[src/rtl/riscv_inst_encoder.sv]
// riscv_inst_encoder: encodes a small RV32I subset into instruction words held in a one-entry output stage.
// Optional feature: define RISCV_ENC_RANGE_CHECK_EN to replace out-of-range immediates with a flagged NOP.
module riscv_inst_encoder #(
   parameter int unsigned            WORD_LENGTH = 32,
   parameter logic [WORD_LENGTH-1:0] BASE_ADDR   = {WORD_LENGTH{1'b0}},
   parameter int unsigned            DEPTH_WORDS = 1024
) (
   input  logic                   clk,
   input  logic                   rst_n,
   input  logic                   clear,
   input  logic                   req_valid,
   output logic                   req_ready,
   input  logic [3:0]             req_op,
   input  logic [4:0]             req_rd,
   input  logic [4:0]             req_rs1,
   input  logic [4:0]             req_rs2,
   input  logic [WORD_LENGTH-1:0] req_imm,
   output logic                   out_valid,
   input  logic                   out_ready,
   output logic [WORD_LENGTH-1:0] out_inst,
   output logic [WORD_LENGTH-1:0] out_addr,
   output logic                   out_err
);

   localparam logic [3:0] OP_ADD     = 4'd0;
   localparam logic [3:0] OP_SUB     = 4'd1;
   localparam logic [3:0] OP_SLL     = 4'd2;
   localparam logic [3:0] OP_SLT     = 4'd3;
   localparam logic [3:0] OP_SLTU    = 4'd4;
   localparam logic [3:0] OP_XOR     = 4'd5;
   localparam logic [3:0] OP_SRL     = 4'd6;
   localparam logic [3:0] OP_SRA     = 4'd7;
   localparam logic [3:0] OP_OR      = 4'd8;
   localparam logic [3:0] OP_AND     = 4'd9;
   localparam logic [3:0] OP_ADDI    = 4'd10;
   localparam logic [3:0] OP_LW      = 4'd11;
   localparam logic [3:0] OP_SW      = 4'd12;
   localparam logic [3:0] OP_JAL     = 4'd13;
   localparam logic [3:0] OP_BEQ     = 4'd14;
   localparam logic [3:0] OP_ILLEGAL = 4'd15;

   localparam logic [31:0]            NOP_INST  = 32'h0000_0013;
   localparam logic [WORD_LENGTH-1:0] LAST_ADDR = BASE_ADDR + WORD_LENGTH'(4 * (DEPTH_WORDS - 1));

   logic                   out_valid_r;
   logic [WORD_LENGTH-1:0] out_inst_r;
   logic [WORD_LENGTH-1:0] out_addr_r;
   logic                   out_err_r;
   logic [WORD_LENGTH-1:0] next_inst_s;
   logic                   next_err_s;
   logic                   range_err_s;
   logic                   accept_s;
   logic                   drain_s;

   function automatic logic [31:0] r_type(input logic [6:0] funct7, input logic [4:0] rs2,
                                          input logic [4:0] rs1, input logic [2:0] funct3,
                                          input logic [4:0] rd);
      return {funct7, rs2, rs1, funct3, rd, 7'b0110011};
   endfunction

   function automatic logic [31:0] encode(input logic [3:0] op, input logic [4:0] rd,
                                          input logic [4:0] rs1, input logic [4:0] rs2,
                                          input logic [20:0] imm);
      logic [31:0] w;
      w = 32'h0000_0000;
      case (op)
         OP_ADD:  w = r_type(7'b0000000, rs2, rs1, 3'd0, rd);
         OP_SUB:  w = r_type(7'b0100000, rs2, rs1, 3'd0, rd);
         OP_SLL:  w = r_type(7'b0000000, rs2, rs1, 3'd1, rd);
         OP_SLT:  w = r_type(7'b0000000, rs2, rs1, 3'd2, rd);
         OP_SLTU: w = r_type(7'b0000000, rs2, rs1, 3'd3, rd);
         OP_XOR:  w = r_type(7'b0000000, rs2, rs1, 3'd4, rd);
         OP_SRL:  w = r_type(7'b0000000, rs2, rs1, 3'd5, rd);
         OP_SRA:  w = r_type(7'b0100000, rs2, rs1, 3'd5, rd);
         OP_OR:   w = r_type(7'b0000000, rs2, rs1, 3'd6, rd);
         OP_AND:  w = r_type(7'b0000000, rs2, rs1, 3'd7, rd);
         OP_ADDI: w = {imm[11:0], rs1, 3'd0, rd, 7'b0010011};
         OP_LW:   w = {imm[11:0], rs1, 3'd2, rd, 7'b0000011};
         OP_SW:   w = {imm[11:5], rs2, rs1, 3'd2, imm[4:0], 7'b0100011};
         // Branch and jump offsets are scrambled into the word; bit 0 is implicit.
         OP_JAL:  w = {imm[20], imm[10:1], imm[11], imm[19:12], rd, 7'b1101111};
         OP_BEQ:  w = {imm[12], imm[10:5], rs2, rs1, 3'd0, imm[4:1], imm[11], 7'b1100011};
         default: w = NOP_INST;
      endcase
      return w;
   endfunction

`ifdef RISCV_ENC_RANGE_CHECK_EN
   // An immediate fits when every bit above the field's sign bit copies it.
   function automatic logic imm_ok(input logic [3:0] op, input logic [WORD_LENGTH-1:0] imm);
      logic ok;
      case (op)
         OP_ADDI, OP_LW, OP_SW: ok = (&imm[WORD_LENGTH-1:11]) || (~|imm[WORD_LENGTH-1:11]);
         OP_BEQ:  ok = ((&imm[WORD_LENGTH-1:12]) || (~|imm[WORD_LENGTH-1:12])) && !imm[0];
         OP_JAL:  ok = ((&imm[WORD_LENGTH-1:20]) || (~|imm[WORD_LENGTH-1:20])) && !imm[0];
         default: ok = 1'b1;
      endcase
      return ok;
   endfunction

   assign range_err_s = !imm_ok(req_op, req_imm);
`else
   logic unused_imm_s;

   assign range_err_s  = 1'b0;
   assign unused_imm_s = ^req_imm[WORD_LENGTH-1:21];
`endif

   assign req_ready = rst_n && !clear && (!out_valid_r || out_ready);
   assign accept_s  = req_valid && req_ready;
   assign drain_s   = out_valid_r && out_ready;

   // Select the encoded word or the flagged NOP substitute.
   always_comb begin
      next_inst_s = {WORD_LENGTH{1'b0}};
      next_err_s  = 1'b0;
      if ((req_op == OP_ILLEGAL) || range_err_s) begin
         next_inst_s = WORD_LENGTH'(NOP_INST);
         next_err_s  = 1'b1;
      end else begin
         next_inst_s = WORD_LENGTH'(encode(req_op, req_rd, req_rs1, req_rs2, req_imm[20:0]));
         next_err_s  = 1'b0;
      end
   end

   // Output holding register: load on accept, empty on drain without refill.
   always_ff @(posedge clk or negedge rst_n) begin
      if (!rst_n) begin
         out_valid_r <= 1'b0;
         out_inst_r  <= {WORD_LENGTH{1'b0}};
         out_err_r   <= 1'b0;
      end else if (clear) begin
         out_valid_r <= 1'b0;
      end else if (accept_s) begin
         out_valid_r <= 1'b1;
         out_inst_r  <= next_inst_s;
         out_err_r   <= next_err_s;
      end else if (drain_s) begin
         out_valid_r <= 1'b0;
      end
   end

   // Address of the held word; steps on each drain and wraps at the window end.
   always_ff @(posedge clk or negedge rst_n) begin
      if (!rst_n) begin
         out_addr_r <= BASE_ADDR;
      end else if (clear) begin
         out_addr_r <= BASE_ADDR;
      end else if (drain_s) begin
         out_addr_r <= (out_addr_r == LAST_ADDR) ? BASE_ADDR : out_addr_r + WORD_LENGTH'(4);
      end
   end

   assign out_valid = out_valid_r;
   assign out_inst  = out_inst_r;
   assign out_addr  = out_addr_r;
   assign out_err   = out_err_r;

endmodule

[config.mk]
export PLATFORM = sky130hd
export DESIGN_NAME = riscv_inst_encoder
export DESIGN_NICKNAME = d
export VERILOG_FILES = /design/src/rtl/riscv_inst_encoder.sv
export SDC_FILE = /design/constraint.sdc
export NUM_CORES = 1
export LEC_CHECK = 0
export CAP_MARGIN = 10
export CORE_UTILIZATION = 48
export DETAILED_ROUTE_END_ITERATION = 8
export GPL_ROUTABILITY_DRIVEN = 0
export PLACE_DENSITY = 0.86
export SYNTH_ARGS = -nofsm -noshare
export SYNTH_HDL_FRONTEND = slang
export SYNTH_SLANG_ARGS = --single-unit
[constraint.sdc]
create_clock -name clk -period 4.3 [get_ports clk]
set_clock_uncertainty 0.2 [all_clocks]
set_input_delay 0.86 -clock clk [delete_from_list [all_inputs] [get_ports clk]]
set_output_delay 0.86 -clock clk [all_outputs]
set_load 0.02 [all_outputs]
# == Yosys cells after proc, flatten, opt, wreduce, memory -nomap -nowiden ==
# Index checks and enable logic that the tools add are counted.
# classes
reduce_logical,11
mux,9
eq_ne,16
bitwise_logic,1
n_addsub,1
# op_table
operator,n
32-bit one-hot mux with 15 select lines,1
32-bit two-way mux,4
"32-bit by 3-bit adder with 32-bit output, second input constant",1
"32-bit by 12-bit equality test with 1-bit output, second input constant",1
"4-bit equality test, second input constant",8
"4-bit by 3-bit equality test with 1-bit output, second input constant",4
"4-bit by 2-bit equality test with 1-bit output, second input constant",2
"4-bit by 1-bit equality test with 1-bit output, second input constant",1
1-bit logical AND,4
4-bit logical NOT,1
1-bit two-way mux,4
3-bit nonzero test,1
1-bit logical NOT,2
2-bit AND reduction,1
2-bit nonzero test,1
1-bit logical OR,1
1-bit inverter,1
# word_totals
elab_cells,42
ff_bits,66
in_bits,56
output_inout_bits,67

# == Depth between registers and ports, before layout ==
# Gate-level depths: netlist of the first run.
# logic_depth
ltp_word,6
mapped_depth,7

# == Worst setup path before layout of the first run ==
# Ideal clock, no wire load.
# synth_timing
kind,input to register
startpoint,input out_ready
endpoint,"register out_inst_r[15], in the netlist out_inst[15]"
setup_ps,132
arrival_time_ps,1996
cell_stages,6
required_ps,3968
path_buffers,1
setup_slack_ps,1972
cell_sequence,nand2b_1 and3b_1 and2_1 o21ai_1 clkbuf_1 o21ai_1
# synth_via
elab_chain_cells,4
# synth_lines
item,line,rtl
from (decl),19,"input logic out_ready,"
1-bit logical OR,109,assign req_ready = rst_n && !clear && (!out_valid_r || out_ready);
1-bit logical AND,109,
named net req_ready,12,"output logic req_ready,"
1-bit logical AND,110,assign accept_s = req_valid && req_ready;
2-bit AND reduction (no line),-,
to (signal assigned),130,out_inst_r <= {WORD_LENGTH{1'b0}};
to (signal assigned),136,out_inst_r <= next_inst_s;
to (decl),46,logic [WORD_LENGTH-1:0] out_inst_r;
# The timed path passes the listed nets, and every way through them passes these cells.
# A chain may end at the register's enable or synchronous reset.

# == Worst setup path in the final report of the first run ==
# layout_timing
startpoint,input out_ready
endpoint,output req_ready
# layout_via
elab_chain_cells,2
# layout_lines
item,line
1-bit logical OR,109
1-bit logical AND,109
to (decl),12
# No other way between the ends.

==> results.md, run 1 <==
- Outcome: completed
- Pre-CTS setup slack: 0.875 ns
- TritonCTS Buffers: 9
- Synth warn: 0
- Total gr overflow: 0
- Max Slew Vio Count: 0
- CP required: between 3 and 4 ns
- Power Density: 347 nW/µm²
- Utilization after layout: 69.5%
- Detail Route Antenna Nets: 0
- Clk slew on worst S/H paths: around 0.070 ns
- Leakage power: 1.91 nW
- Initial Util: about half
- Worst setup margin: a little under 0.9 ns
- Largest net degree at the start of global routing: 63
- Area growth, synth to finish: 40.8%
- Final Hold Fails: 0
- Total negative slack: 0 ns
- Avg Synthesized Cell Area: approximately 9.3 µm²
- Max-slew headroom: around 33%
- Die Span Y: around 85 µm
- Total of max-cap violations: 0
- Cells along the critical path: clkdlybuf4s50_1, nand2b_1, and3b_1, clkdlybuf4s50_1
- Fin cells: 546
- Die Width: 85.4 µm
- F_max: a little under 0.3 GHz
- Post-synth EDFFs: 0
- Synth Flop Type: dfrtp_1
- Final worst-path cycle share: 79.5%
- IO Port Bufs: between 100 and 150
- Crit path buf inv count: 2
- Crit path launch type: input pin
- Root Buffer: clkbuf_8
- Final Power: between 1.5 and 2 mW
- CP most frequent cell: clkdlybuf4s50_1
- Final Routed Wirelength: 9.19 mm
- Synth top area share: about 46%
- DRT Pass-1 Iters: 5
- Flip-flop and latch count after synthesis: 62
- H-tree levels: 3
- CTS Buffer Depth: 2
- Setup violations, final: 0
- Detail Placement HPWL: between 6 and 7 mm
- Die Footprint: 7290 µm²
- Iter 0 DRT Violations: around 300
- Gate Count Post-Synth: roughly 360
- Nature of the critical path endpoint: output pin
- Ys async rst share: 100%
- Number of placed instances, taps included: 530
- Initial antenna violation count: 0
- Clock sinks: a little over 60
- Overall Global Routing Usage: between 20% and 30%
- Post-CTS sizing: 0
- CTS tree: built
- Worst EP arrival: 2.36 ns
- Synth top area cells: dfrtp_1 46%, nor2_1 4.8%, nand2_1 3.7%
- Layout cells sized above 1: approximately 7.3%
- Vias in the first global route: around 3,000
- Hold Buf Count CTS: 0
- Netlist Area Pre-Place: roughly 3300 µm²
- Crit-path max cell delay: ~0.63 ns
- Area leader, netlist: dfrtp_1
- Vias: between 3,000 and 4,000
- RSZ-0062 raised after global routing: no
- Clk_lat worst skew: approximately 0.34 ns
- First-pass GRT wire length: 14.8 mm
- Worst-path fanout max: 4
- Top delay family on crit path: buffers and inverters
- Worst Tran Pin Value: around 1 ns
- DR DRC count: 0
- Worst hold path class: flip-flop to flip-flop
- CP max-delay cell: clkdlybuf4s50_1
- Post-synthesis sequential area ratio: 46.5%
- Minimum clock period: around 3.4 ns
- Wire per inst: 16.8 µm
- Maximum vdd drop: 0.000240 V
- Via/cell ratio: between 6 and 7
- Kind of critical path: input pin to output pin
- Std cell rows: 30
- Final net count: approximately 520
- Post-CTS setup repair buffer count: 0
- Ports: 123
- Unique masters post-synth: 58
- Antenna Cells: 0
- Placeable core area: between 6000 and 7000 µm²
## routing by layer
layer,global-route usage (%),up-vias,share of wire (%)
li1,-,1520,-
met1,34.8,1568,42
met2,42.8,169,49
met3,4.38,22,7.1
met4,9.55,0,1.9
met5,0,-,0
## cell usage in the layout (no fill, tap or decap), types with 3 or more instances in the layout
cell             Yosys  routed
and2_1               3       3
o21ai_1             18      18
a31oi_1             13      13
and3_1               7       7
nor3_1               5       5
a22oi_1              6       6
clkdlybuf4s50_1      0     108
a22o_1               7       7
nor4_1               3       3
nand2b_1             7       7
a41oi_1              3       3
clkbuf_8             0      10
and4_1               4       4
nand2_1             33      33
nand4_1              6       6
o21ai_0              6       6
buf_4                5       4
a21oi_1             16      16
a221oi_1             8       8
o211ai_1             3       3
xnor2_1             10      10
dfrtp_1             62      62
xor2_1               8       8
nor3b_1              5       5
bufinv_16            0       3
nor2_1              43      43
inv_1                4       4
nor4b_1              3       3
nand3_1             17      17
## power by group
group	internal [mW]	total [mW]	switching [mW]	leakage [nW]
sequential	0.630	0.658	0.0276	0.815
clock	0.400	0.639	0.239	0.126
combinational	0.160	0.335	0.174	0.969
total	1.19	1.63	0.441	1.91
## Yosys cell counts (8+ instances only)
master     n
dfrtp_1   62
nor2_1    43
nand2_1   33
o21ai_1   18
nand3_1   17
a21oi_1   16
a31oi_1   13
clkbuf_1  12
xnor2_1   10
a221oi_1   8
xor2_1     8
## area by class of cell
| type | count | area [µm²] |
|---|---|---|
| Fill cell | 510 | 2060 |
| Multi-Input combinational cell | 269 | 1660 |
| Inverter | 6 | 22.5 |
| Sequential cell | 62 | 1550 |
| Clock buffer | 10 | 138 |
| Clock inverter | 6 | 109 |
| Tap cell | 80 | 100 |
| Timing Repair Buffer | 113 | 1120 |
## worst paths after layout
path                              from           end  slack, ns  cells after the start
setup / recovery             out_ready     req_ready       0.88                      4
hold / removal             out_inst[1]   out_inst[1]       0.29                      1
setup reg to reg           out_addr[2]  out_addr[31]       1.76                      6
hold reg to reg            out_inst[1]   out_inst[1]       0.29                      1
max in group asynchronous        rst_n  out_inst[24]       2.91                      2
min in group asynchronous        rst_n   out_inst[3]       0.51                      2
## registers in the layout, indices dropped and copies added, names as in the netlist
register	flops
out_addr	30
out_err	1
out_inst	30
out_valid	1
## through the flow
step / instance area (µm²) / hold WS (ns)
finish: 4700 / 0.287
global placement: 4450 / 0.268
global route: 4700 / 0.317
floorplan: 3340 / 0.364
CTS: 4700 / 0.296
detailed placement: 4450 / 0.275
## logic make-up after synthesis
group	share of synthesized area [%]
xor+xnor	4.72
simple gates	24.8
other cells	0.112
compound gates	18.0
buf+inv	3.86
mux	1.31
fa+ha+maj	0.750
flops	46.5
No activity file was read; power rests on OpenSTA's default activity.
==> run 2: changes to the inputs <==
--- a/config.mk
+++ b/config.mk
@@ -6,10 +6,10 @@
 export NUM_CORES = 1
 export LEC_CHECK = 0
 export CAP_MARGIN = 10
-export CORE_UTILIZATION = 48
+export CORE_UTILIZATION = 40
 export DETAILED_ROUTE_END_ITERATION = 8
 export GPL_ROUTABILITY_DRIVEN = 0
-export PLACE_DENSITY = 0.86
+export PLACE_DENSITY = 0.76
 export SYNTH_ARGS = -nofsm -noshare
 export SYNTH_HDL_FRONTEND = slang
 export SYNTH_SLANG_ARGS = --single-unit
==> constraint.sdc (replaced) <==
create_clock -name clk -period 2.9 [get_ports clk]
set_clock_uncertainty 0.2 [all_clocks]
set_input_delay 0.58 -clock clk [delete_from_list [all_inputs] [get_ports clk]]
set_output_delay 0.58 -clock clk [all_outputs]
set_load 0.02 [all_outputs]
==> results.md, run 2 (synthesis results as in run 1) <==
- F_max: around 0.4 GHz
- Final Power: 2.19 mW (+34%)
- Die Span Y: 93.3 µm (+9.3%)
- Power Density: 463 nW/µm² (+33%)
- First-pass GRT wire length: 15.2 mm (+2.5%)
- DR DRC count: 0 (unchanged)
- Die Footprint: 8710 µm² (+20%)
- Final hold slack: 0.234 ns (-0.0538 ns)
- Max-slew headroom: 27.0% (-5.8 points)
- CTS tree: built
- Minimum clock period: ~2.5 ns
- Max Slew Vio Count: 0 (unchanged)
- Utilization after layout: 60.0% (-9.5 points)
- Ports: 123 (unchanged)
- Outcome: completed
- Clk slew on worst S/H paths: 0.06 ns (about the same)
- Overall Global Routing Usage: 22.6% (-3.4 points)
- TritonCTS Buffers: 9 (unchanged)
- Placeable core area: 7890 µm² (+17%)
- Leakage power: 1.94 nW (+1.4%)
- CP required: 2.12 ns (-1.12 ns)
- Crit path launch type: input pin
- Commonest non-fill, non-tap cell in the layout: clkdlybuf4s50_1
- Layout cells sized above 1: 8.44% (+1.1 points)
- Worst-path fanout max: 3 (-1)
- Iter 0 DRT Violations: 168 (-44%)
- Fin cells: 576 (+5.5%)
- Pre-CTS setup slack: 0.0339 ns (-0.841 ns)
- CTS Buffer Depth: 2 (unchanged)
- Total gr overflow: 0 (unchanged)
- Final instance area: 4730 µm² (+0.80%)
- RSZ-0062 raised after global routing: no
- Worst Tran Pin Value: 1.09 ns (+0.0858 ns)
- Detail Placement HPWL: 6.91 mm (+5.7%)
- Area growth, synth to finish: 41.9%
- Vias in the first global route: 2,989 (-1.1%)
- Detail Route Antenna Nets: 0 (unchanged)
- Vias: 3,225 (-1.6%)
- Worst setup margin: 0.441 ns (-0.439 ns)
- Worst hold path class: input pin to async pin
- Final worst-path cycle share: a little over four fifths
- H-tree levels: 3 (unchanged)
- Nature of the critical path endpoint: output pin
- Commonest non-fill, non-tap cells in the layout: 107 x clkdlybuf4s50_1, 62 x dfrtp_1, 43 x nor2_1
- Final Hold Fails: 0 (unchanged)
- Die Width: 93.3 µm (+9.3%)
- Number of placed instances, taps included: 561 (+5.8%)
- Area of placed instances: 4550 µm² (+2.1%)
- Initial antenna violation count: 0 (unchanged)
- Worst EP arrival: 1.68 ns (-0.68 ns)
- Largest net degree at the start of global routing: 63 (unchanged)
- Initial Util: 42.3% (-7.1 points)
- Root Buffer: clkbuf_8
- Via/cell ratio: 5.60 (-6.8%)
- Antenna Cells: 0 (unchanged)
- Std cell rows: 32 (+6.7%)
- IO Port Bufs: 109 (unchanged)
- Total of max-cap violations: 0 (unchanged)
- Final Routed Wirelength: 9.52 mm (+3.6%)
- Final net count: 528 (+1.7%)
- DRT Pass-1 Iters: 4 (-1)
- Setup violations, final: 0 (unchanged)
- Clk_lat worst skew: 0.33 ns (about the same)
- Clock sinks: 62 (unchanged)
- Wire per inst: 16.5 µm (-1.8%)
- Total negative slack: 0 ns (unchanged)
- Maximum vdd drop: 0.000260 V (+8.2%)
- Kind of critical path: input pin to output pin
- Fillers: 706 (+38%)
==> run 2: power breakdown <==
part	switching, mW	leakage, nW	total [mW]	internal, mW
combinational	0.255	1.03	0.499	0.244
sequential	0.0436	0.815	0.979	0.935
clock	0.313	0.0958	0.714	0.400
total	0.611	1.94	2.19	1.58
==> run 2: what timing repair did <==
action,4_1_cts,5_1_grt
hold buffers,0,0
setup buffers,0,0
endpoints found under the setup margin,0,1
gates resized for setup,0,1
==> run 2: layout make-up <==
type / instances / area [µm²] / share of cell area (%)
timing repair buffer: 122 / 1190 / 25.1
tap: 102 / 128 / 2.70
multi-input combinational: 269 / 1660 / 35.1
clock buffer: 15 / 186 / 3.94
sequential: 62 / 1550 / 32.8
inverter: 6 / 22.5 / 0.476
==> run 2: metal layers <==
| metal | up-vias | part of all wire, % | track usage [%] |
|---|---|---|---|
| li1 | 1519 | - | - |
| met1 | 1563 | 45 | 32.0 |
| met2 | 127 | 47 | 34.1 |
| met3 | 16 | 5.6 | 3.98 |
| met4 | 0 | 2.6 | 9.74 |
| met5 | - | 0 | 0 |
==> run 2: worst paths after layout <==
path                                 to  slack (ns)          from  cells past startpoint
setup reg to reg            out_addr[5]        0.48   out_addr[2]                      7
hold / removal              out_addr[9]        0.23         rst_n                      2
max in group asynchronous       out_err        1.76         rst_n                      2
setup / recovery              req_ready        0.44     out_ready                      4
min in group clk           out_inst[16]        0.29  out_inst[16]                      2
hold reg to reg            out_inst[16]        0.29  out_inst[16]                      2
==> run 2: worst max-delay path, cell delays in order <==
cell and delay [ns]:
clkdlybuf4s50_1 0.47, nand2b_1 0.11, and3b_1 0.26, dlymetal6s2s_1 0.26
